<file path="src/rtl/alu_issue_pkg.sv">
// Shared types for the ALU issue slice: operand widths, ALU operation codes,
// MIPS opcode/funct constants and the decoded-operation record.
package alu_issue_pkg;

    typedef logic [3:0]  i4;
    typedef logic [31:0] i32;

    typedef enum logic [3:0] {
        ALU_ADD     = 4'h0,
        ALU_SUB     = 4'h1,
        ALU_AND     = 4'h2,
        ALU_OR      = 4'h3,
        ALU_NOR     = 4'h4,
        ALU_XOR     = 4'h5,
        ALU_SRA     = 4'h6,
        ALU_SRL     = 4'h7,
        ALU_SLTU    = 4'h8,
        ALU_SLT     = 4'h9,
        ALU_ILLEGAL = 4'hE,
        ALU_PASS    = 4'hF
    } alu_funct_t;

    localparam logic [5:0] OP_RTYPE = 6'h00;
    localparam logic [5:0] OP_ADDI  = 6'h08;
    localparam logic [5:0] OP_ADDIU = 6'h09;
    localparam logic [5:0] OP_SLTI  = 6'h0A;
    localparam logic [5:0] OP_SLTIU = 6'h0B;
    localparam logic [5:0] OP_ANDI  = 6'h0C;
    localparam logic [5:0] OP_ORI   = 6'h0D;
    localparam logic [5:0] OP_XORI  = 6'h0E;
    localparam logic [5:0] OP_LUI   = 6'h0F;

    localparam logic [5:0] FN_SRL  = 6'h02;
    localparam logic [5:0] FN_SRA  = 6'h03;
    localparam logic [5:0] FN_SRLV = 6'h06;
    localparam logic [5:0] FN_SRAV = 6'h07;
    localparam logic [5:0] FN_ADD  = 6'h20;
    localparam logic [5:0] FN_ADDU = 6'h21;
    localparam logic [5:0] FN_SUB  = 6'h22;
    localparam logic [5:0] FN_SUBU = 6'h23;
    localparam logic [5:0] FN_AND  = 6'h24;
    localparam logic [5:0] FN_OR   = 6'h25;
    localparam logic [5:0] FN_XOR  = 6'h26;
    localparam logic [5:0] FN_NOR  = 6'h27;
    localparam logic [5:0] FN_SLT  = 6'h2A;
    localparam logic [5:0] FN_SLTU = 6'h2B;

    typedef struct packed {
        alu_funct_t  funct;
        i32          in1;
        i32          in2;
        logic [4:0]  wdst;
        logic        wen;
        logic        illegal;
    } issue_t;

    function automatic i32 sext16(input logic [15:0] imm);
        return {{16{imm[15]}}, imm};
    endfunction

    function automatic i32 zext16(input logic [15:0] imm);
        return {16'b0, imm};
    endfunction

endpackage

</file>
<file path="src/rtl/alu_decode.sv">
// Combinational MIPS decode: maps one instruction plus its register reads
// onto an ALU operation code, two operands and a destination.
module alu_decode
    import alu_issue_pkg::*;
(
    input  logic [31:0] instr,
    input  logic [31:0] rs_val,
    input  logic [31:0] rt_val,
    output issue_t      dec
);

    logic [5:0]  opcode;
    logic [4:0]  rs_field;
    logic [4:0]  rt_field;
    logic [4:0]  rd_field;
    logic [4:0]  shamt;
    logic [5:0]  fn;
    logic [15:0] imm16;

    assign opcode   = instr[31:26];
    assign rs_field = instr[25:21];
    assign rt_field = instr[20:16];
    assign rd_field = instr[15:11];
    assign shamt    = instr[10:6];
    assign fn       = instr[5:0];
    assign imm16    = instr[15:0];

    alu_funct_t  d_funct;
    logic [31:0] d_in1;
    logic [31:0] d_in2;
    logic [4:0]  d_wdst;
    logic        d_legal;

    always_comb begin
        d_funct = ALU_ILLEGAL;
        d_in1   = '0;
        d_in2   = '0;
        d_wdst  = '0;
        d_legal = 1'b0;

        unique case (opcode)
            OP_RTYPE: begin
                d_wdst = rd_field;
                d_in1  = rs_val;
                d_in2  = rt_val;
                // Register-register ops need a zero shamt; immediate shifts need a zero rs field.
                unique case (fn)
                    FN_ADD, FN_ADDU: begin d_funct = ALU_ADD;  d_legal = (shamt == 5'd0); end
                    FN_SUB, FN_SUBU: begin d_funct = ALU_SUB;  d_legal = (shamt == 5'd0); end
                    FN_AND:          begin d_funct = ALU_AND;  d_legal = (shamt == 5'd0); end
                    FN_OR:           begin d_funct = ALU_OR;   d_legal = (shamt == 5'd0); end
                    FN_NOR:          begin d_funct = ALU_NOR;  d_legal = (shamt == 5'd0); end
                    FN_XOR:          begin d_funct = ALU_XOR;  d_legal = (shamt == 5'd0); end
                    FN_SLT:          begin d_funct = ALU_SLT;  d_legal = (shamt == 5'd0); end
                    FN_SLTU:         begin d_funct = ALU_SLTU; d_legal = (shamt == 5'd0); end
                    FN_SRA, FN_SRL: begin
                        d_funct = (fn == FN_SRA) ? ALU_SRA : ALU_SRL;
                        d_in1   = rt_val;
                        d_in2   = {27'b0, shamt};
                        d_legal = (rs_field == 5'd0);
                    end
                    FN_SRAV, FN_SRLV: begin
                        d_funct = (fn == FN_SRAV) ? ALU_SRA : ALU_SRL;
                        d_in1   = rt_val;
                        d_in2   = {27'b0, rs_val[4:0]};
                        d_legal = (shamt == 5'd0);
                    end
                    default: d_legal = 1'b0;
                endcase
            end
            OP_ADDI, OP_ADDIU: begin d_funct = ALU_ADD;  d_in1 = rs_val; d_in2 = sext16(imm16); d_wdst = rt_field; d_legal = 1'b1; end
            OP_SLTI:           begin d_funct = ALU_SLT;  d_in1 = rs_val; d_in2 = sext16(imm16); d_wdst = rt_field; d_legal = 1'b1; end
            OP_SLTIU:          begin d_funct = ALU_SLTU; d_in1 = rs_val; d_in2 = sext16(imm16); d_wdst = rt_field; d_legal = 1'b1; end
            OP_ANDI:           begin d_funct = ALU_AND;  d_in1 = rs_val; d_in2 = zext16(imm16); d_wdst = rt_field; d_legal = 1'b1; end
            OP_ORI:            begin d_funct = ALU_OR;   d_in1 = rs_val; d_in2 = zext16(imm16); d_wdst = rt_field; d_legal = 1'b1; end
            OP_XORI:           begin d_funct = ALU_XOR;  d_in1 = rs_val; d_in2 = zext16(imm16); d_wdst = rt_field; d_legal = 1'b1; end
            OP_LUI:            begin d_funct = ALU_PASS; d_in2 = {imm16, 16'b0}; d_wdst = rt_field; d_legal = 1'b1; end
            default:           d_legal = 1'b0;
        endcase

        if (!d_legal) begin
            d_funct = ALU_ILLEGAL;
            d_in1   = '0;
            d_in2   = '0;
            d_wdst  = '0;
        end
    end

    always_comb begin
        dec.funct   = d_funct;
        dec.in1     = d_in1;
        dec.in2     = d_in2;
        dec.wdst    = d_wdst;
        dec.wen     = d_legal && (d_wdst != 5'd0);
        dec.illegal = !d_legal;
    end

endmodule

</file>
<file path="src/rtl/alu_issue.sv">
// ALU issue stage: decodes an instruction and holds it in a single
// valid/ready pipeline register in front of the execute stage.
module alu_issue
    import alu_issue_pkg::*;
(
    input  logic        clk,
    input  logic        reset,
    input  logic        in_valid,
    output logic        in_ready,
    input  logic [31:0] instr,
    input  logic [31:0] rs_val,
    input  logic [31:0] rt_val,
    input  logic        flush,
    output logic        out_valid,
    input  logic        out_ready,
    output logic [3:0]  funct,
    output logic [31:0] in1,
    output logic [31:0] in2,
    output logic [4:0]  wdst,
    output logic        wen,
    output logic        illegal
);

    issue_t dec;
    issue_t out_data_reg;
    issue_t out_data_next;
    logic   out_valid_reg;
    logic   out_valid_next;
    logic   accept;

    alu_decode u_decode (
        .instr  (instr),
        .rs_val (rs_val),
        .rt_val (rt_val),
        .dec    (dec)
    );

    assign in_ready = !out_valid_reg || out_ready;
    assign accept   = in_valid && in_ready && !flush;

    // Flush beats a same-cycle accept; accept with drain reloads without a bubble.
    always_comb begin
        out_valid_next = out_valid_reg;
        out_data_next  = out_data_reg;
        if (flush) begin
            out_valid_next = 1'b0;
        end else if (accept) begin
            out_valid_next = 1'b1;
            out_data_next  = dec;
        end else if (out_valid_reg && out_ready) begin
            out_valid_next = 1'b0;
        end
    end

    always_ff @(posedge clk) begin
        if (reset) begin
            out_valid_reg <= 1'b0;
            out_data_reg  <= '0;
        end else begin
            out_valid_reg <= out_valid_next;
            out_data_reg  <= out_data_next;
        end
    end

    assign out_valid = out_valid_reg;
    assign funct     = i4'(out_data_reg.funct);
    assign in1       = out_data_reg.in1;
    assign in2       = out_data_reg.in2;
    assign wdst      = out_data_reg.wdst;
    assign wen       = out_data_reg.wen;
    assign illegal   = out_data_reg.illegal;

endmodule

</file>
<file path="config.mk">
export PLATFORM = sky130hd
export DESIGN_NAME = alu_issue
export DESIGN_NICKNAME = d
export VERILOG_FILES = /design/src/rtl/alu_issue_pkg.sv /design/src/rtl/alu_decode.sv /design/src/rtl/alu_issue.sv
export SDC_FILE = /design/constraint.sdc
export NUM_CORES = 1
export LEC_CHECK = 0
export ABC_AREA = 1
export CORE_ASPECT_RATIO = 0.9
export CORE_UTILIZATION = 30
export CTS_CLUSTER_SIZE = 24
export DETAILED_ROUTE_END_ITERATION = 7
export PLACE_DENSITY_LB_ADDON = 0.05
export SLEW_MARGIN = 20
export SYNTH_ARGS = -nofsm -noshare
export SYNTH_HDL_FRONTEND = slang
export SYNTH_SLANG_ARGS = --single-unit
</file>
<file path="constraint.sdc">
create_clock -name clk -period 3.9 [get_ports clk]
set_input_delay 0.585 -clock clk [delete_from_list [all_inputs] [get_ports clk]]
set_output_delay 0.585 -clock clk [all_outputs]
set_load 0.02 [all_outputs]
</file>
==> reports/results.ini <==
[run_status]
status=finished, violations left
violations=DRC

[cts]
cts_resized=0
clk_pin_slew_ns=0.06
cts_root_buf=clkbuf_16
cts_buffers=9
clkSinkCount=76
clk_latency_ns=0.35
cts-htree-levels=3
post_cts_buffers=0
cts_tree=done
cts_hold_buf=0
cts.path.max_buffers=2

[floorplanning]
fp-row-count=40
die_h_um=113
die_x_um=125
die_area_um2=14100
fp.coreArea_um2=13300
io_pins=178
initial_core_util=0.308

[worst_setup_path]
path_max_fanout=52
rr_startpoint=out_valid$_SDFFE_PP0P_
crit_path_start=instr[27]
critical_path_required_ns=4.18
start_kind=primary input
crit_path_end_kind=flop
critical_path_class=primary input to flop
cp.arrival_ns=3.26

[hold_path]
hold_class=flop to flop
hp-start=in1[22]$_SDFFE_PP0P_

[drt]
via_count=4819
drt_iter0_markers=353
dr_wl_met3_mm=1.18
met1_length_mm=6.86
via_per_inst=5.22
top_layer=met4
final_antenna_net_count=0
met2_length_mm=7.47
drtPass1Iterations=8
route.detailed.drc=20
wl_mm=15.8
wire_per_inst_um=17.1

[synth]
synth_area_um2=4100
synthDistinctLibCells=33
synth-seq-cells=76
syn_inst=598
avgSynthCellArea_um2=6.85
syn_nets=699
ys.warnings.count=0
ys_seq_area_frac=0.371

[layout]
area_growth_pct=53.0
fill_cells=1370
nets=853
diodes=0
drive_above_1_share=0.0820

[sta]
fin_setup_tns_ns=0
period_share=0.766
worst_pin_slew_ns=0.836
clock_skew_ns=0.00431
max_freq_ghz=0.335
finalSetupViolations=0
relSlewSlack=0.442
whs_ns=0.462
rsz0062_at_grt=false
slew_violations=0
fin_crit_ns=2.99
hold_violations=0

[power]
ir_worst_vdd_mv=0.215
p_seq_frac=0.398
p_int_w=0.00151
pwr-share-clk=0.466
switching_share=0.239
p_leak_nw=2.21
fin_total_pwr_w=0.00198
p_sw_w=0.000472
p_per_area_nw_per_um2=315
p_comb_frac=0.136

[global_routing]
grt_max_degree=67
grt_usage=0.226
grt_pass1_wl_mm=24.6
antenna_found_initial=0
first_global_vias=4613
globalRouteOverflowTotal=0

[flow_run]
maxCapViolCount=0

[placement]
port_buffers=177
dp_hpwl_mm=11.7
place.gp.congestion=0.858

worst max-delay path, cell delays in order:
cell	delay, ns
clkdlybuf4s50_1	0.49
nor2_1	0.17
nand3_1	0.43
inv_2	0.80
a21oi_2	0.12
buf_4	0.23
a21oi_1	0.21
nand2_1	0.09
a21oi_1	0.13
metal layers:
layer  vias up  global-route usage
met2       200               0.375
li1       2351                   -
met4         0              0.0821
met1      2243               0.284
met3        25              0.0567
met5         -                   0
placed cells by master (no fill, tap or decap), types with 6 or more instances in the layout:
cell type          n
a31oi_1           27
o21ai_0           28
dfxtp_1           76
nor2_1            15
inv_1             40
nand3_1            8
o221ai_1          14
a21oi_1           97
clkbuf_16          9
nand2_2           10
o211ai_1           6
a21oi_2           10
clkdlybuf4s50_1  176
nand2_1          178
o22ai_1           15
buf_4              8
cells in the mapped netlist:
library cell  number  area share
nand2_2           10       0.015
nand2_4            2      0.0055
nor2_8             1      0.0049
nand4_1            1      0.0015
nor3_1             3      0.0037
a21oi_2            9       0.019
buf_2             15       0.018
inv_2              5      0.0046
and2_1             1      0.0015
a31oi_1           27       0.041
nand4_2            1      0.0031
o211ai_1           6       0.011
xnor2_1            1      0.0021
nand3b_1           1      0.0018
buf_8              1      0.0037
dfxtp_1           76        0.37
inv_1             40       0.037
buf_6              1      0.0027
nand2_1          178        0.16
nor2_2             2      0.0031
o32ai_1            5       0.011
nand3_2            4      0.0098
nor3_2             1      0.0024
a21oi_1           98        0.12
nand3_1            8      0.0098
o21ai_0           28       0.034
buf_4              4      0.0073
a211oi_1           2      0.0037
nor2_1            15       0.014
clkbuf_1          22       0.020
o22ai_1           15       0.023
o221ai_1          14       0.030
or2_2              1      0.0015
layout make-up:
class | instances | area, um^2 | share of cell area
Inverter | 45 | 169 | 0.0269
Clock inverter | 4 | 72.6 | 0.0116
Tap cell | 168 | 210 | 0.0335
Clock buffer | 11 | 253 | 0.0403
Multi-Input combinational cell | 434 | 2200 | 0.350
Sequential cell | 76 | 1520 | 0.243
Timing Repair Buffer | 186 | 1850 | 0.295
kinds of logic after synthesis:
logic type	count (synthesis)	share of synthesized area
simple gates	229	0.241
compound gates	204	0.293
buf+inv	88	0.0934
flops	76	0.371
xor+xnor	1	0.00214
per-stage QoR:
step / util / area (um^2) / cells / setup slack [ns]
floorplan: - / 4100 / 598 / 2.11
global placement: 0.447 / 5940 / 909 / 0.551
detailed placement: 0.447 / 5940 / 909 / 0.519
CTS: 0.471 / 6270 / 924 / 0.867
global route: 0.471 / 6270 / 924 / 0.567
finish: 0.471 / 6270 / 924 / 0.911
power groups by stage:
stage	clock network (W)	registers (W)	logic, W
5_1_grt	0.000968	0.000787	0.000289
3_5_place_dp	0	0.000804	0.000267
6_report	0.000922	0.000787	0.000269
4_1_cts	0.000939	0.000787	0.000268
2_1_floorplan	0	0.000811	0.0000999
3_3_place_gp	0	0.000804	0.000266
final timing paths:
check | end | slack [ns] | cells after the start
worst max register to register | in2[16]$_SDFFE_PP0P_ | 1.94 | 9
worst min-delay path | in1[22]$_SDFFE_PP0P_ | 0.46 | 2
worst max-delay path | in1[23]$_SDFFE_PP0P_ | 0.91 | 9
worst min register to register | in1[22]$_SDFFE_PP0P_ | 0.46 | 2
(Power assumes the default switching activity.)
